`config.mk`:
```
export PLATFORM = sky130hd
export DESIGN_NAME = display_scan_ctrl
export DESIGN_NICKNAME = d
export VERILOG_FILES = /design/src/rtl/seg_disp_pkg.sv /design/src/rtl/tick_divider.sv /design/src/rtl/display_scan_ctrl.sv
export SDC_FILE = /design/constraint.sdc
export NUM_CORES = 1
export LEC_CHECK = 0
export CAP_MARGIN = 20
export CORE_UTILIZATION = 50
export DETAILED_ROUTE_END_ITERATION = 16
export PLACE_DENSITY_LB_ADDON = 0.12
export SLEW_MARGIN = 15
export SYNTH_ARGS = -nofsm -noshare
export SYNTH_HDL_FRONTEND = slang
export SYNTH_SLANG_ARGS = --single-unit
```
`constraint.sdc`:
```
create_clock -name clk -period 4.46 [get_ports clk]
set_clock_uncertainty 0.2 [all_clocks]
set_input_delay 0.892 -clock clk [delete_from_list [all_inputs] [get_ports clk]]
set_output_delay 0.892 -clock clk [all_outputs]
set_load 0.02 [all_outputs]
```
`src/rtl/seg_disp_pkg.sv`:
```
// Shared types and helpers for the seven-segment scan driver.
package seg_disp_pkg;

    localparam int         NUM_DIGITS = 4;
    localparam logic [3:0] BLANK_CODE = 4'hF;

    typedef logic [1:0] digit_idx_t;

    // Bit k set means digit k (0 = leftmost) is a leading zero to blank.
    // The rightmost digit is never blanked so a zero value still shows "0".
    function automatic logic [3:0] lz_mask(input logic [15:0] word);
        logic [3:0] mask;
        mask[0] = (word[15:12] == 4'h0);
        mask[1] = mask[0] && (word[11:8] == 4'h0);
        mask[2] = mask[1] && (word[7:4] == 4'h0);
        mask[3] = 1'b0;
        return mask;
    endfunction

    // Nibble of the word shown on digit idx (idx 0 = bits [15:12]).
    function automatic logic [3:0] digit_nibble(input logic [15:0] word, input digit_idx_t idx);
        logic [3:0] nib;
        case (idx)
            2'd0:    nib = word[15:12];
            2'd1:    nib = word[11:8];
            2'd2:    nib = word[7:4];
            2'd3:    nib = word[3:0];
            default: nib = BLANK_CODE;
        endcase
        return nib;
    endfunction

endpackage

```
`src/rtl/tick_divider.sv`:
```
// Free-running modulo-DIV counter producing a one-cycle tick on its last count.
module tick_divider #(
    parameter int DIV = 4
) (
    input  logic clk,
    input  logic rst_n,
    output logic tick_o
);

    localparam int              CW   = (DIV > 1) ? $clog2(DIV) : 1;
    localparam logic [CW-1:0]   LAST = CW'(DIV - 1);

    logic [CW-1:0] cnt_q;

    assign tick_o = (cnt_q == LAST);

    // Count 0..DIV-1 and wrap back to zero on the tick cycle.
    always_ff @(posedge clk or negedge rst_n) begin
        if (!rst_n) begin
            cnt_q <= {CW{1'b0}};
        end else if (cnt_q == LAST) begin
            cnt_q <= {CW{1'b0}};
        end else begin
            cnt_q <= cnt_q + CW'(1);
        end
    end

endmodule

```
`src/rtl/display_scan_ctrl.sv`:
```
// Four-digit seven-segment scan driver: steps a digit index at the refresh
// rate, double-buffers the BCD word so frames never tear, and applies
// leading-zero blanking and blinking on the registered num/enable outputs.
module display_scan_ctrl
    import seg_disp_pkg::*;
#(
    parameter int REFRESH_DIV  = 100000,
    parameter int BLINK_FRAMES = 125
) (
    input  logic        clk,
    input  logic        rst_n,
    input  logic [15:0] bcd_in,
    input  logic        bcd_valid,
    output logic        bcd_ready,
    input  logic        blank_lz,
    input  logic        blink_en,
    output logic [3:0]  num,
    output logic [1:0]  enable,
    output logic        frame_tick
);

    localparam int             BW         = (BLINK_FRAMES > 1) ? $clog2(BLINK_FRAMES) : 1;
    localparam logic [BW-1:0]  BLINK_LAST = BW'(BLINK_FRAMES - 1);
    localparam digit_idx_t     LAST_DIGIT = digit_idx_t'(NUM_DIGITS - 1);

    logic          slot_tick_s;
    logic          fb_s;
    logic          xfer_s;
    digit_idx_t    idx_q;
    digit_idx_t    idx_next_s;
    logic [15:0]   disp_q;
    logic [15:0]   disp_d;
    logic [15:0]   pend_q;
    logic          pend_full_q;
    logic [BW-1:0] blink_cnt_q;
    logic [BW-1:0] blink_cnt_d;
    logic          phase_q;
    logic          phase_d;
    logic [3:0]    lz_mask_s;
    logic [3:0]    num_d;
    logic [3:0]    num_q;
    logic [1:0]    enable_q;
    logic          frame_tick_q;

    tick_divider #(.DIV(REFRESH_DIV)) u_slot_div (
        .clk    (clk),
        .rst_n  (rst_n),
        .tick_o (slot_tick_s)
    );

    assign fb_s       = slot_tick_s && (idx_q == LAST_DIGIT);
    assign xfer_s     = bcd_valid && !pend_full_q;
    assign bcd_ready  = !pend_full_q;
    assign idx_next_s = idx_q + 2'd1;
    assign num        = num_q;
    assign enable     = enable_q;
    assign frame_tick = frame_tick_q;

    // Next display word, blink phase and the digit to show after this slot;
    // the first digit of a new frame already sees the new word and phase.
    always_comb begin
        disp_d      = disp_q;
        blink_cnt_d = blink_cnt_q;
        phase_d     = phase_q;
        if (fb_s && pend_full_q) begin
            disp_d = pend_q;
        end else begin
            disp_d = disp_q;
        end
        if (fb_s) begin
            if (blink_cnt_q == BLINK_LAST) begin
                blink_cnt_d = {BW{1'b0}};
                phase_d     = !phase_q;
            end else begin
                blink_cnt_d = blink_cnt_q + BW'(1);
                phase_d     = phase_q;
            end
        end else begin
            blink_cnt_d = blink_cnt_q;
            phase_d     = phase_q;
        end
        lz_mask_s = lz_mask(disp_d);
        if (blink_en && phase_d) begin
            num_d = BLANK_CODE;
        end else if (blank_lz && lz_mask_s[idx_next_s]) begin
            num_d = BLANK_CODE;
        end else begin
            num_d = digit_nibble(disp_d, idx_next_s);
        end
    end

    // Pending/display double buffer: loads land in pend, promoted only at a frame boundary.
    always_ff @(posedge clk or negedge rst_n) begin
        if (!rst_n) begin
            pend_q      <= 16'h0000;
            pend_full_q <= 1'b0;
            disp_q      <= 16'hFFFF;
        end else if (xfer_s) begin
            pend_q      <= bcd_in;
            pend_full_q <= 1'b1;
        end else if (fb_s && pend_full_q) begin
            disp_q      <= disp_d;
            pend_full_q <= 1'b0;
        end else begin
            pend_full_q <= pend_full_q;
        end
    end

    // Blink frame counter runs on every frame boundary regardless of blink_en.
    always_ff @(posedge clk or negedge rst_n) begin
        if (!rst_n) begin
            blink_cnt_q <= {BW{1'b0}};
            phase_q     <= 1'b0;
        end else begin
            blink_cnt_q <= blink_cnt_d;
            phase_q     <= phase_d;
        end
    end

    // Digit index and registered scan outputs, advanced once per slot.
    always_ff @(posedge clk or negedge rst_n) begin
        if (!rst_n) begin
            idx_q        <= 2'd0;
            num_q        <= BLANK_CODE;
            enable_q     <= 2'd0;
            frame_tick_q <= 1'b0;
        end else begin
            frame_tick_q <= fb_s;
            if (slot_tick_s) begin
                idx_q    <= idx_next_s;
                enable_q <= idx_next_s;
                num_q    <= num_d;
            end else begin
                idx_q    <= idx_q;
            end
        end
    end

endmodule

```
After elaboration in Yosys (flattened, before gate mapping)
Cells that the tools add are included.

$add $sub $neg: 3. Magnitude comparators: 1. Equality and inequality tests: 6. Mux-type cells: 12. Bitwise gates (word level): 1. Reduce and logical (&&, ||, !) cells: 15.

Operators with widths (count): $add 17x1->17 const B (1); $eq 17x17->1 const B (1); $mux 17 (1); $mux 16 (1); $pmux 4 s4 (1); $logic_not 4->1 (3); $mux 4 (2); $add 7x1->7 const B (1); $eq 7x7->1 const B (1); $logic_and 1x1->1 (7); $mux 7 (1); $eq 2x2->1 const B (3); $mux 1 (5); $lt 2x3->1 const B (1); $add 2x1->2 const B (1); $bmux 1 s2 (1); $eq 2x1->1 const B (1); $logic_not 1->1 (2); $logic_not 2->1 (1); $reduce_and 2->1 (1); $reduce_bool 2->1 (1); $not 1->1 (1).

Register bits after elaboration: 65. Input port bits: 21. Output and inout bits: 8. Word-level logic and storage cells: 47.

Logic depth before layout (Yosys ltp)
Word-level depth: 12. Mapped depth: 11. Mapped depth without buffers: 8.

Cells and area by module
Synthesis repeated with hierarchy kept, for this count alone.

Cell total of the unflattened synthesis: 247. Area total of the unflattened synthesis: 3015.4 um^2.

Modules (own cells, without submodules): display_scan_ctrl (instances 1, cells each 173, area each 2222.1 um^2, sequential area each 1226.2 um^2); tick_divider (instances 1, cells each 74, area each 793.3 um^2, sequential area each 425.4 um^2).

Worst setup path before layout
OpenSTA, ideal clock, no wires.

Kind: input to register. From: input port bcd_valid. To: register pend_q[10]. Setup time: 125 ps. Data arrival time: 1971 ps. Data required time: 4135 ps. Slack: 2164 ps. Cell stages on the path: 4. Buffers on the path: 2. Cell sequence: nor2b_1 -> clkbuf_1 -> clkbuf_1 -> mux2_2.

Cells in the longest elaborated chain, start to end: 1.

RTL lines: start: declaration (RTL line display_scan_ctrl.sv:13) `input logic bcd_valid,`; $logic_and 1x1->1 (RTL line display_scan_ctrl.sv:52) `assign xfer_s = bcd_valid && !pend_full_q;`; end signal: assignment (RTL line display_scan_ctrl.sv:99) `pend_q <= bcd_in;`; end: declaration (RTL line display_scan_ctrl.sv:33) `logic [15:0] pend_q;`.

Every way passes these cells. A chain may end at the register's enable or synchronous reset.

Worst setup path after layout
From: register u_slot_div.cnt_q[0]. To: register num_q[3], in the netlist num[3].

Cells in the longest elaborated chain, start to end: 12. Elaborated cells on any way between the ends: 17. Classes of those cells: eq/ne: 1; mux: 7; reduce/logical: 9.

RTL lines: start: declaration (RTL line tick_divider.sv:13) `logic [CW-1:0] cnt_q;`; start signal: assignment (RTL line tick_divider.sv:20) `cnt_q <= {CW{1'b0}};`; start signal: assignment (RTL line tick_divider.sv:22) `cnt_q <= {CW{1'b0}};`; start signal: assignment (RTL line tick_divider.sv:24) `cnt_q <= cnt_q + CW'(1);`; $eq 17x17->1 (*) (RTL line tick_divider.sv:15) `assign tick_o = (cnt_q == LAST);`; $logic_and 1x1->1 (RTL line display_scan_ctrl.sv:51) `assign fb_s = slot_tick_s && (idx_q == LAST_DIGIT);`; $logic_and 1x1->1 (RTL line display_scan_ctrl.sv:65) `if (fb_s && pend_full_q) begin`; $mux 16 (RTL line display_scan_ctrl.sv:65); $logic_not 4->1 (on tied branches) (RTL line seg_disp_pkg.sv:13, seg_disp_pkg.sv:14); $logic_and 1x1->1 (RTL line seg_disp_pkg.sv:14) `mask[1] = mask[0] && (word[11:8] == 4'h0);`; $logic_and 1x1->1 (RTL line seg_disp_pkg.sv:15) `mask[2] = mask[1] && (word[7:4] == 4'h0);`; $bmux 1 s2 (RTL line display_scan_ctrl.sv:85) `end else if (blank_lz && lz_mask_s[idx_next_s]) begin`; $mux 1 (implied by the code) (RTL line display_scan_ctrl.sv:85); $logic_and 1x1->1 (RTL line display_scan_ctrl.sv:85); $mux 4 (RTL line display_scan_ctrl.sv:85); $mux 4 (RTL line display_scan_ctrl.sv:83) `if (blink_en && phase_d) begin`; end signal: assignment (RTL line display_scan_ctrl.sv:132) `num_q <= num_d;`; end: declaration (RTL line display_scan_ctrl.sv:41) `logic [3:0] num_q;`.

Every way passes the cells marked *; elsewhere a longest branch is shown, timed or not. The select of a mux whose other input is x is not followed.

==> impl_summary.md <==
Power and ir drop
The power per cell area is 326.8 nW/µm². The post-route total power is 1.223 mW. The leakage component of the power is 1.547 nW. VDD sags by at most 0.0003030 V.

Setup path
The setup path with the least slack is of type register to register. The endpoint type of the worst setup path is a register. The critical register-to-register path endpoint is num[3]$_DFFE_PN1N_. The signal on the critical path passes through ha_1 > and4_1 > nand4_2 > nor2_2 > nand3_1 > a31o_2 > a31oi_1. The critical path required time is 4.53 ns. Of all nets on the critical path, the largest fanout is 13. The slack of the worst reg-to-reg path is 1.83 ns.

The worst setup path is launched from a register. On the critical path, the stage with the largest delay is an instance of sky130_fd_sc_hd__nor2_2. The data arrival time of the critical path is 2.69 ns.

The largest stage delay on the critical path is 0.52 ns. The number of cells on the worst reg-to-reg path is 7. The worst register-to-register path begins at u_slot_div.cnt_q[0]$_DFF_PN0_.

Run
The max-cap violation count is 0.

Min path
The worst hold path cell count is 2. For hold timing, the worst endpoint is disp_q[3]$_DFFE_PN1P_. The path class of the lowest-slack min-delay path is register to register. The worst hold path begins at disp_q[3]$_DFFE_PN1P_.

Detailed routing
The post-detailed-route via-to-cell ratio is 5.572. In this run the remaining antenna-violating nets after routing total 0. For this block, the routed nets add up to 6252 µm of wire. The first TritonRoute pass finished after 4 iterations. After detailed routing, the average wire length per cell comes to 15.48 µm. After detailed routing, the number of remaining DRC violations is 0. Across all layers, the routed design uses 2,251 vias. The violation count after the first detailed-routing iteration is 91.

STA
The number of hold violations in the final report came to 0. For this run, the top clock speed supported by timing is 380.5 MHz. The setup slack after layout is 1.832 ns. The post-route fraction of the period consumed by the critical path is 0.5892. The slew of the pin with the lowest slew margin is 0.5693 ns. Setup repair after global routing left no endpoint under its margin. For the finished layout, the period the worst path requires is 2.628 ns.

The final-layout setup total negative slack is 0 ns. The setup violation total in the final timing report is 0. The count of pins over their slew limit came to 0.

The relative slew slack is 0.6205.

Synth
The synthesized netlist net count is 322. Synthesis instantiated 45 different standard cells from the library. The total of warnings raised by yosys is 0. Of the synthesized area, sequential elements account for 0.5160. The number of synthesized flops with an enable pin is 0. The synthesized area per cell is between 10 and 15 µm². The number of synthesized register bits is 65. The share of synthesized registers carrying an async set or reset is 1.000. The main flop type after synthesis is sky130_fd_sc_hd__dfrtp_1.

Synthesis handed over a netlist of 293 instances. The total standard cell area after synthesis is 3201 µm².

Clock tree
CTS placed an instance of sky130_fd_sc_hd__clkbuf_8 at the clock tree root. The number of H-tree branching levels is 3. The CTS tree is yes. After clock tree synthesis, the flow added hold-fix buffers numbering 0. At the later pin of the worst-skew pair, clock insertion delay measures 0.34 ns. The total clock buffers created by CTS is 9. The clock passes through at most 2 buffers. The number of gates resized after CTS was 0. The number of buffers inserted to repair setup after CTS is 0. The number of sinks on the clock net is 65.

Clock-pin slew was measured on the worst setup and hold paths at ~0.080 ns.

Finish
The share of cells above drive strength 1 is 0.2401. The utilization after layout is 0.6175. After the last flow step, the layout net total stands at 353. The diode insertion count for antenna repair is 0.

The layout overhead on the synthesized area is 16.93%.

Floorplanning
Measured along the x axis, the die boundary spans 82.01 µm. The placeable core region is 6061 µm². The I/O pin count is 29. The die boundary height is roughly 80 µm. The count of standard-cell rows is 28. For this configuration, the core starts out at a cell density of 0.5281. The overall die area is 6725 µm².

GRT
The initial antenna violation count came to 0. The all-layer global routing usage is 0.2166. The largest net degree at the start of global routing is 47. The remaining global-route overflow is 0.

The via count of the first global-routing pass is 2,215. The global-route wire length before repair is 10,680 µm.

Status
The flow ran to the end, and the final reports show no timing, DRC or antenna violations.

Place
The half-perimeter wire length of the detailed placement result is between 4000 and 5000 µm. During placement, the flow inserted port buffers numbering 28. OpenSTA, run right after detailed placement, puts the worst setup slack at 1.789 ns. The placer's final routability congestion estimate is about 0.8.
-- Yosys cell counts, types with 2 or more instances --
cell type,n,area share
sky130_fd_sc_hd__dfrtp_1,45,0.35
sky130_fd_sc_hd__nand2_1,44,0.052
sky130_fd_sc_hd__mux2_2,22,0.077
sky130_fd_sc_hd__dfstp_2,20,0.16
sky130_fd_sc_hd__nand3_1,19,0.030
sky130_fd_sc_hd__nor2_1,16,0.019
sky130_fd_sc_hd__o21ai_0,13,0.020
sky130_fd_sc_hd__a31oi_1,9,0.018
sky130_fd_sc_hd__xnor2_1,9,0.025
sky130_fd_sc_hd__ha_1,8,0.031
sky130_fd_sc_hd__inv_1,7,0.0082
sky130_fd_sc_hd__nor2b_1,7,0.014
sky130_fd_sc_hd__xor2_1,7,0.019
sky130_fd_sc_hd__nor3_1,6,0.0094
sky130_fd_sc_hd__nor4_1,6,0.012
sky130_fd_sc_hd__a31o_2,4,0.011
sky130_fd_sc_hd__and3_1,4,0.0078
sky130_fd_sc_hd__and4_1,4,0.011
sky130_fd_sc_hd__clkbuf_1,4,0.0047
sky130_fd_sc_hd__a21oi_1,3,0.0047
sky130_fd_sc_hd__buf_6,3,0.011
sky130_fd_sc_hd__nand4_1,3,0.0059
sky130_fd_sc_hd__a22oi_1,2,0.0047
sky130_fd_sc_hd__a22oi_2,2,0.0078
sky130_fd_sc_hd__and4bb_2,2,0.0078
sky130_fd_sc_hd__buf_2,2,0.0031
sky130_fd_sc_hd__mux2_4,2,0.0094
sky130_fd_sc_hd__nor4b_1,2,0.0055
sky130_fd_sc_hd__or3_1,2,0.0039
-- layer usage --
layer / up-vias / track usage / routed length (µm)
met5: - / 0 / 0
met4: 0 / 0.08947 / 100
met3: 8 / 0.04111 / 191
met2: 35 / 0.3256 / 2832
met1: 1105 / 0.3064 / 3128
li1: 1103 / - / -
-- cells in the final DEF, fill, tap and decap left out, types with 2 or more instances in the layout --
| cell | netlist | routed |
|---|---|---|
| sky130_fd_sc_hd__clkbuf_8 | 0 | 9 |
| sky130_fd_sc_hd__bufinv_16 | 0 | 2 |
| sky130_fd_sc_hd__nand4_1 | 3 | 3 |
| sky130_fd_sc_hd__and3_1 | 4 | 4 |
| sky130_fd_sc_hd__clkinv_2 | 0 | 2 |
| sky130_fd_sc_hd__nor3_1 | 6 | 6 |
| sky130_fd_sc_hd__nor4_1 | 6 | 6 |
| sky130_fd_sc_hd__inv_1 | 7 | 7 |
| sky130_fd_sc_hd__nand2_1 | 44 | 44 |
| sky130_fd_sc_hd__a22oi_2 | 2 | 2 |
| sky130_fd_sc_hd__and4bb_2 | 2 | 2 |
| sky130_fd_sc_hd__xor2_1 | 7 | 7 |
| sky130_fd_sc_hd__buf_4 | 1 | 4 |
| sky130_fd_sc_hd__a22oi_1 | 2 | 2 |
| sky130_fd_sc_hd__xnor2_1 | 9 | 9 |
| sky130_fd_sc_hd__nor2_1 | 16 | 16 |
| sky130_fd_sc_hd__clkinvlp_4 | 0 | 2 |
| sky130_fd_sc_hd__nor2b_1 | 7 | 7 |
| sky130_fd_sc_hd__a31oi_1 | 9 | 9 |
| sky130_fd_sc_hd__o21ai_0 | 13 | 13 |
| sky130_fd_sc_hd__a31o_2 | 4 | 4 |
| sky130_fd_sc_hd__or3_1 | 2 | 2 |
| sky130_fd_sc_hd__clkdlybuf4s50_1 | 0 | 27 |
| sky130_fd_sc_hd__nor4b_1 | 2 | 2 |
| sky130_fd_sc_hd__nand3_1 | 19 | 19 |
| sky130_fd_sc_hd__and4_1 | 4 | 4 |
| sky130_fd_sc_hd__dfrtp_1 | 45 | 45 |
| sky130_fd_sc_hd__ha_1 | 8 | 8 |
| sky130_fd_sc_hd__dfstp_2 | 20 | 20 |
| sky130_fd_sc_hd__mux2_4 | 2 | 2 |
| sky130_fd_sc_hd__mux2_2 | 22 | 22 |
| sky130_fd_sc_hd__a21oi_1 | 3 | 3 |
-- worst max path at each step --
stage                                  startpoint  cells past startpoint                endpoint
finish              u_slot_div.cnt_q[0]$_DFF_PN0_                      7      num[3]$_DFFE_PN1N_
CTS                 u_slot_div.cnt_q[0]$_DFF_PN0_                      7      num[3]$_DFFE_PN1N_
floorplan                               bcd_valid                      4  pend_q[10]$_DFFE_PN0P_
detailed placement                       blink_en                      6      num[3]$_DFFE_PN1N_
global route        u_slot_div.cnt_q[0]$_DFF_PN0_                      7      num[3]$_DFFE_PN1N_
global placement                         blink_en                      6      num[2]$_DFFE_PN1N_
-- critical path, delay by kind of cell (launching register included) --
| family | cells | cell delay (ns) |
|---|---|---|
| flip-flops | 1 | 0.39 |
| adder cells (fa/ha/maj) | 1 | 0.21 |
| AND/OR/NAND/NOR | 4 | 1.32 |
| AO/OA/AOI/OAI | 2 | 0.42 |
-- cells by family (layout without fill, tap and decap cells) --
family / count (synthesis) / count (layout) / synth area share
simple gates: 122 / 122 / 0.2025
compound gates: 40 / 40 / 0.08952
mux: 24 / 24 / 0.08679
flops: 65 / 65 / 0.5160
xor+xnor: 16 / 16 / 0.04379
buf+inv: 18 / 54 / 0.03010
fa+ha+maj: 8 / 8 / 0.03128
-- power by group --
part	internal [mW]	total, mW	switching [mW]
Sequential	0.607	0.623	0.0158
Clock	0.314	0.551	0.237
Combinational	0.0299	0.0492	0.0192
Total	0.951	1.22	0.272
-- state kept, by name, summed over array words and instances (netlist names) --
name,cells
frame_tick,1
disp_q,16
blink_cnt_q,7
u_slot_div.cnt_q,17
num,4
pend_q,16
enable,2
pend_full_q,1
phase_q,1
-- metrics by stage --
stage | cell area [µm²] | std cells | hold WS [ns]
2_1_floorplan | 3201 | 293 | 0.2346
3_3_place_gp | 3522 | 388 | 0.2447
3_5_place_dp | 3522 | 388 | 0.2475
4_1_cts | 3740 | 404 | 0.2578
5_1_grt | 3742 | 404 | 0.2829
6_report | 3742 | 404 | 0.2573
-- area by class of cell --
| class | count | area, µm² |
|---|---|---|
| flip-flops and latches | 65 | 1652 |
| well taps | 75 | 93.84 |
| clock inverters | 7 | 93.84 |
| inverters | 7 | 26.28 |
| repair buffers | 31 | 300.3 |
| multi-input cells | 210 | 1453 |
| fillers | 499 | 2318 |
| clock buffers | 9 | 123.9 |
Note: power is estimated with default switching activity, not from simulation.
